[config.mk]
export PLATFORM = sky130hd
export DESIGN_NAME = fpu_add_ctrl
export DESIGN_NICKNAME = d
export VERILOG_FILES = /design/src/rtl/fpu_add_ctrl.sv
export SDC_FILE = /design/constraint.sdc
export NUM_CORES = 1
export LEC_CHECK = 0
export CAP_MARGIN = 0
export CORE_MARGIN = 3
export CORE_UTILIZATION = 51
export DETAILED_ROUTE_END_ITERATION = 7
export PLACE_DENSITY = 0.86
export SKIP_CTS_REPAIR_TIMING = 1
export SLEW_MARGIN = 0
export SYNTH_ARGS = -nofsm -noshare
export SYNTH_HDL_FRONTEND = slang
export SYNTH_SLANG_ARGS = --single-unit
[constraint.sdc]
create_clock -name clk -period 7.05 [get_ports clk]
set_clock_uncertainty 0.15 [all_clocks]
set_input_delay 0.705 -clock clk [delete_from_list [all_inputs] [get_ports clk]]
set_output_delay 0.705 -clock clk [all_outputs]
set_load 0.1 [all_outputs]
[src/rtl/fpu_add_ctrl.sv]
// fpu_add_ctrl: FADD/FSUB sequencing, special-case override and fflags around a combinational adder
module fpu_add_ctrl #(
  parameter int TAG_W = 5,
  parameter logic [31:0] CANON_NAN = 32'h7FC00000
) (
  input  logic             clk,
  input  logic             reset,
  input  logic             flush,
  input  logic             in_valid,
  output logic             in_ready,
  input  logic             in_op,
  input  logic [31:0]      in_a,
  input  logic [31:0]      in_b,
  input  logic [TAG_W-1:0] in_tag,
  output logic [31:0]      adder_a,
  output logic [31:0]      adder_b,
  input  logic [31:0]      adder_result,
  output logic             out_valid,
  input  logic             out_ready,
  output logic [31:0]      out_result,
  output logic [TAG_W-1:0] out_tag,
  output logic [4:0]       out_flags
);
  typedef enum logic [1:0] {IDLE, CALC, DONE} state_t;
  state_t state, nxt;
  logic [31:0] a_q, b_q, spec_res, spec_res_q, calc_res, bp, fa, fb;
  logic [TAG_W-1:0] tag_q;
  logic [4:0] spec_flags, spec_flags_q, calc_flags;
  logic spec_hit, spec_hit_q, accept;
  logic nan_a, nan_b, snan_a, snan_b, inf_a, inf_b, zero_a, zero_b, inf_cancel;
  assign bp = {in_b[31] ^ in_op, in_b[30:0]};
  // denormals become signed zeros before classification
  assign fa = ~|in_a[30:23] ? {in_a[31], 31'h0} : in_a;
  assign fb = ~|bp[30:23] ? {bp[31], 31'h0} : bp;
  assign nan_a = &fa[30:23] & |fa[22:0];
  assign nan_b = &fb[30:23] & |fb[22:0];
  assign snan_a = nan_a & ~fa[22];
  assign snan_b = nan_b & ~fb[22];
  assign inf_a = &fa[30:23] & ~|fa[22:0];
  assign inf_b = &fb[30:23] & ~|fb[22:0];
  assign zero_a = ~|fa[30:0];
  assign zero_b = ~|fb[30:0];
  assign inf_cancel = inf_a & inf_b & (fa[31] ^ fb[31]);
  always_comb begin
    spec_hit = nan_a | nan_b | inf_a | inf_b | zero_a | zero_b | ((fa[30:0] == fb[30:0]) & (fa[31] ^ fb[31]));
    spec_res = (nan_a | nan_b | inf_cancel) ? CANON_NAN :
               inf_a ? fa : inf_b ? fb :
               (zero_a & zero_b) ? {fa[31] & fb[31], 31'h0} :
               zero_a ? fb : zero_b ? fa : 32'h0;
    spec_flags = {(nan_a | nan_b) ? (snan_a | snan_b) : inf_cancel, 4'b0000};
  end
  always_comb begin
    calc_res = spec_hit_q ? spec_res_q :
               &adder_result[30:23] ? {adder_result[31], 8'hFF, 23'h0} :
               ~|adder_result[30:23] ? {adder_result[31], 31'h0} : adder_result;
    calc_flags = spec_hit_q ? spec_flags_q :
                 &adder_result[30:23] ? 5'b00101 :
                 ~|adder_result[30:23] ? 5'b00011 : 5'b00000;
  end
  assign in_ready = (state == IDLE) | ((state == DONE) & out_ready);
  assign accept = in_valid & in_ready & ~flush;
  assign out_valid = state == DONE;
  assign adder_a = a_q;
  assign adder_b = b_q;
  always_comb begin
    nxt = state;
    nxt = flush ? IDLE :
          (state == IDLE) ? (in_valid ? CALC : IDLE) :
          (state == CALC) ? DONE :
          out_ready ? (in_valid ? CALC : IDLE) : DONE;
  end
  always_ff @(posedge clk or posedge reset) begin
    if (reset) begin
      state <= IDLE;
      a_q <= '0;
      b_q <= '0;
      tag_q <= '0;
      spec_hit_q <= 1'b0;
      spec_res_q <= '0;
      spec_flags_q <= '0;
      out_result <= '0;
      out_tag <= '0;
      out_flags <= '0;
    end else begin
      state <= nxt;
      if (accept) begin
        a_q <= in_a;
        b_q <= bp;
        tag_q <= in_tag;
        spec_hit_q <= spec_hit;
        spec_res_q <= spec_res;
        spec_flags_q <= spec_flags;
      end
      if (state == CALC && !flush) begin
        out_result <= calc_res;
        out_tag <= tag_q;
        out_flags <= calc_flags;
      end
    end
  end
endmodule

==> results.md <==
* Synth Area in Compound Gates at 14.1%
* ANT nets after route at 0
* Unrepaired setup endpoints after global routing: false
* Int Power at 0.00191 W
* Clock Power Share at 24.7%
* Logic gate share of total power at 45.2%
* Die area at 0.0152 mm2
* Most common cell after layout, fill and taps aside: nand2_1
* Std-Cell Core Area at 0.0133 mm2
* CTS tree: done
* Share of layout cells above drive strength 1 at 4.20%
* Run status: completed
* Main combinational cell family by area after synthesis: simple AND/OR/NAND/NOR gates
* Ant. Diodes at 0
* Initial core utilization at 52.6%
* Minimum clock period at 3650 ps
* Tcrit/Tclk final at 51.8%
* Crit Path Category: input port to register
* Number of H-tree levels at 4
* Switching part of the total power at 47.1%
* Hold crit path type: register to register
* Peak VDD IR at 0.222 mV
* Total power density per cell area at 370 mW/mm2
* Synth Area per Inst at 8.74 um2
* Flops & latches, synth at 146
* Placed inst area at 0.00921 mm2
* Synthesis Warnings at 0
* Switching power total at 0.00171 W
* Die Ht at 123 um
* Routed WL at 21200 um
* CTS Buffer Depth at 2
* Max Cap Violations at 0
* Synth-to-Final Area Change at 39.4%
* Seq pwr share at 30.1%
* Post-Synth Simple-Gate Area at 26.2%
* Post-synth EDFFs at 0
* Starting DRC count in detailed routing at 772
* Mux cell area share after synthesis at 1.28%
* Sink Count at 146
* Ys flop type: dfrtp_1
* CP arrival at 3800 ps
* Setup TNS Final at 0 ps
* Syn Nets at 911
* Core Rows at 42
* GRT Resource Usage Total at 28.1%
* CP max FO at 31
* Distinct cells, synth at 50
* Worst Tran Pin Value at 1130 ps
* First-pass GRT wire length at 33200 um
* Yosys top cell by area: dfrtp_1
* Pin count of the biggest net entering global routing at 94
* Fin. Hold Viols at 0
* Yosys top cell area share at 52.0%
* CTS clk-pin slew, worst paths at 60 ps
* Hpwl dp at 15100 um
* # setup viols final at 0
* Adder-Cell Fraction of Synth Area at 0.178%
* Fin area at 0.00979 mm2
* Most frequent cells in the layout: nand2_1, clkdlybuf4s50_1, dfrtp_1
* Static leakage at 4.24 nW
* F_max at 274 MHz
* DRT Pass-1 Iters at 6
* Via count at 6665
* Wire per inst at 18.0 um
* Clk_lat worst skew at 420 ps
* XOR/XNOR Fraction of Synth Area at 2.99%
* Critical Path RT at 7200 ps
* Synth top area cells: dfrtp_1, nand2_1, nand3b_1
* Vias in the first global route at 6380
* GPL Wtd Cong at 0.922
* Max-slew violations at 0
* CTS Root Buffer Type: clkbuf_16
* Rel. slew slack at 24.2%
* IO Count at 215
* Synth async-reset ratio at 100%
* Sequential fraction of the synthesis area at 52.0%
* Post-synth design cell area at 0.00702 mm2
* GRT Residual Overflow at 0
* Crit start category: input port
* Cell count after synthesis at 803
* PortBufs at 213
* DRC viols at 0
* Critical path endpoint category: register
* Num CTS Buffers at 17
* Initial antenna violation count at 0
* Final #Nets at 1097
* Drt via density at 5.66
* Die width at 123 um
* R2r setup slk at 4700 ps
==> through the flow <==
| stage | cells | setup slack, ps | util (%) | power [W] | hold slack [ps] |
|---|---|---|---|---|---|
| after detailed placement | 1146 | 2980 | 69.0 | 0.00274 | 309 |
| final | 1177 | 3400 | 73.3 | 0.00362 | 322 |
| after global placement | 1146 | 3060 | 69.0 | 0.00272 | 295 |
| after CTS | 1177 | 3410 | 73.3 | 0.00364 | 324 |
| after floorplan | 803 | 2270 | - | 0.00230 | 289 |
| after global routing | 1177 | 3160 | 73.3 | 0.00375 | 344 |
==> Yosys cell counts, types with 2 or more instances <==
library cell	instances
o32ai_1	2
nor2_1	54
a21o_1	3
inv_1	3
nor3_1	4
a31oi_1	28
nand3_1	8
mux2i_1	9
a22o_1	9
nor4_1	12
o21ai_0	25
xor2_1	13
o31ai_1	3
nor4bb_1	3
and2_1	4
a222oi_1	3
dfrtp_1	146
nand4_1	9
o22a_1	8
and4_1	2
o21ai_1	18
o22ai_1	10
nor4_2	2
buf_2	3
a211oi_1	3
clkbuf_1	41
nand2_1	289
a21oi_1	5
buf_6	2
nor2b_1	3
nand3b_1	27
xnor2_1	11
buf_4	2
a22oi_1	23
==> worst paths after layout <==
| path | startpoint | endpoint | cells after the start |
|---|---|---|---|
| max in group asynchronous | reset | adder_a[2]$_DFFE_PP0P_ | 3 |
| worst min-delay path | tag_q[4]$_DFFE_PP0P_ | out_tag[4]$_DFFE_PP0P_ | 2 |
| worst max register to register | state[1]$_DFF_PP0_ | spec_res_q[29]$_DFFE_PP0P_ | 4 |
| min in group asynchronous | reset | out_result[7]$_DFFE_PP0P_ | 2 |
| worst max-delay path | in_b[30] | spec_res_q[29]$_DFFE_PP0P_ | 7 |
| worst min register to register | tag_q[4]$_DFFE_PP0P_ | out_tag[4]$_DFFE_PP0P_ | 2 |
==> critical path: stages <==
cell             delay, ps
clkdlybuf4s50_1        520
nor4_2                 360
and2_1                 580
a21oi_1                130
o21ai_1                220
nand3_1                820
o22a_1                 460
==> metal layers <==
layer	vias to the layer above	share of wire, %	track usage [%]
met2	306	45	41.2
li1	3127	-	-
met3	32	9.6	7.96
met5	-	0	0
met1	3200	44	40.3
met4	0	1.9	9.34
==> logic make-up (layout without fill, tap and decap cells) <==
kind of cell / after synthesis / in the layout
buffers and inverters: 52 / 250
AND/OR/NAND/NOR: 423 / 423
flip-flops: 146 / 146
adder cells (fa/ha/maj): 1 / 1
other: 1 / 1
multiplexers: 9 / 9
AO/OA/AOI/OAI: 147 / 147
XOR/XNOR: 24 / 24
==> area by class of cell <==
| type | count | area [um2] |
|---|---|---|
| Tap cell | 176 | 220 |
| Multi-Input combinational cell | 605 | 3160 |
| Timing Repair Buffer | 216 | 2150 |
| Inverter | 3 | 16.3 |
| Clock inverter | 8 | 103 |
| Clock buffer | 23 | 478 |
| Fill cell | 1042 | 3560 |
| Sequential cell | 146 | 3650 |
==> power by group through the flow <==
| stage | Clock [W] | Sequential [W] | Combinational [W] |
|---|---|---|---|
| after floorplan | 0 | 0.00206 | 0.000241 |
| after global placement | 0 | 0.00110 | 0.00163 |
| after detailed placement | 0 | 0.00110 | 0.00164 |
| after CTS | 0.000902 | 0.00109 | 0.00164 |
| after global routing | 0.000941 | 0.00111 | 0.00170 |
| final | 0.000893 | 0.00109 | 0.00164 |
==> sequential cells by signal (all words and copies together) (netlist names) <==
signal and cells:
spec_res_q 32, tag_q 5, spec_hit_q 1, out_flags 4, spec_flags_q 1, adder_a 32, out_result 32, state 2
out_tag 5, adder_b 32
No activity file was read; power rests on OpenSTA's default activity.
==> patch, RTL diff (config.mk and constraints unchanged) <==
Change the parameter `TAG_W` from 5 to 6.
--- a/src/rtl/fpu_add_ctrl.sv
+++ b/src/rtl/fpu_add_ctrl.sv
@@ -1,6 +1,6 @@
 // fpu_add_ctrl: FADD/FSUB sequencing, special-case override and fflags around a combinational adder
 module fpu_add_ctrl #(
-  parameter int TAG_W = 5,
+  parameter int TAG_W = 6,
   parameter logic [31:0] CANON_NAN = 32'h7FC00000
 ) (
   input  logic             clk,
Ports: changed (resized in_tag and out_tag); port bits go from 215 to 217. The function was not compared with the original's and may differ.
==> patch against the original RTL <==
  * The run now ends with design-rule violations left
  * Setup slack worse by 0.022 ns
  * Synthesized area up 0.82%
  * Routed wire length up 3.3%
  * Sequential cell count up 2
  * Die area up 0.78%
  * Critical path depth down 1
  * Total power up 9.3%
  * First-iteration DRC count up 30%
  * Sequential share of layout area down 0.26 points
  * Cell area up 2.1%
  * Core utilization up 1.2 points
  * Largest cell class unchanged
==> patch: results <==
metrics = {
    "placement": {
        "dp_cells": 1010,
        "place_congestion": 1.05,
        "post-place-ws_ns": 3.17,
        "placed_cell_area_um2": 9310,
    },
    "critical_path": {
        "reg2reg_slack_ns": 3.94,
        "crit_family": "compound AO/OA/AOI/OAI gates",
        "r2r-end": "spec_hit_q",
        "crit_fanout": 22,
    },
    "route": {
        "vias": 6308,
        "dr_wl_met2_um": 10600,
        "met1Wirelength_um": 8440,
        "post-route-drc-count": 17,
        "first_pass_iters": 8,
    },
    "synth": {
        "yosys-top-cells-count": "dfrtp_1, mux2_2, nor2_1",
        "avgSynthCellArea_um2": 10.8,
        "syn_nets": 762,
    },
    "run_status": {
        "violations": "design-rule violations",
        "outcome": "finished, violations left",
    },
    "clock_network": {
        "clock-sinks": 148,
    },
    "power": {
        "ir_worst_vdd_mv": 0.262,
        "power.leakage_nw": 4.04,
        "power_combinational_w": 0.00179,
        "p_seq_share_pct": 28.7,
    },
    "global_route": {
        "met3_usage_pct": 7.40,
        "met1_usage_pct": 38.1,
    },
    "final_layout": {
        "buf_share_pct": 21.8,
        "clkCellAreaFrac_pct": 6.81,
        "inverters": 4,
        "design_area_um2": 9990,
        "num-fill-cells": 844,
    },
    "timing": {
        "fmax_ghz": 0.272,
    },
}
patch: cell types whose count changed after synthesis, moves of 5 or more:
cell and delta:
nand2_1 -223, mux2_2 +70, nor2b_1 +22, a221o_1 +20
clkbuf_1 -17, o21ai_1 -16, a22oi_1 -14, nor2_1 +13
a21oi_1 +8, a22o_1 -8, o22a_1 -8, o21ai_0 -6
xor2_1 -5
patch: how the worst min path moves through the flow:
stage	startpoint	end	slack, ns	cells past startpoint
2_1_floorplan	tag_q[0]	out_tag[0]	0.28	2
3_3_place_gp	tag_q[3]	out_tag[3]	0.29	2
3_5_place_dp	tag_q[4]	out_tag[4]	0.31	2
4_1_cts	tag_q[0]	out_tag[0]	0.32	2
5_1_grt	out_tag[4]	out_tag[4]	0.35	2
6_report	tag_q[0]	out_tag[0]	0.32	2
patch: kinds of logic after synthesis:
logic type | share of synthesized area (%)
compound gates | 12.6
fa+ha+maj | 0.177
buf+inv | 2.76
xor+xnor | 2.60
simple gates | 17.1
flops | 52.3
mux | 12.4
other cells | 0.0530
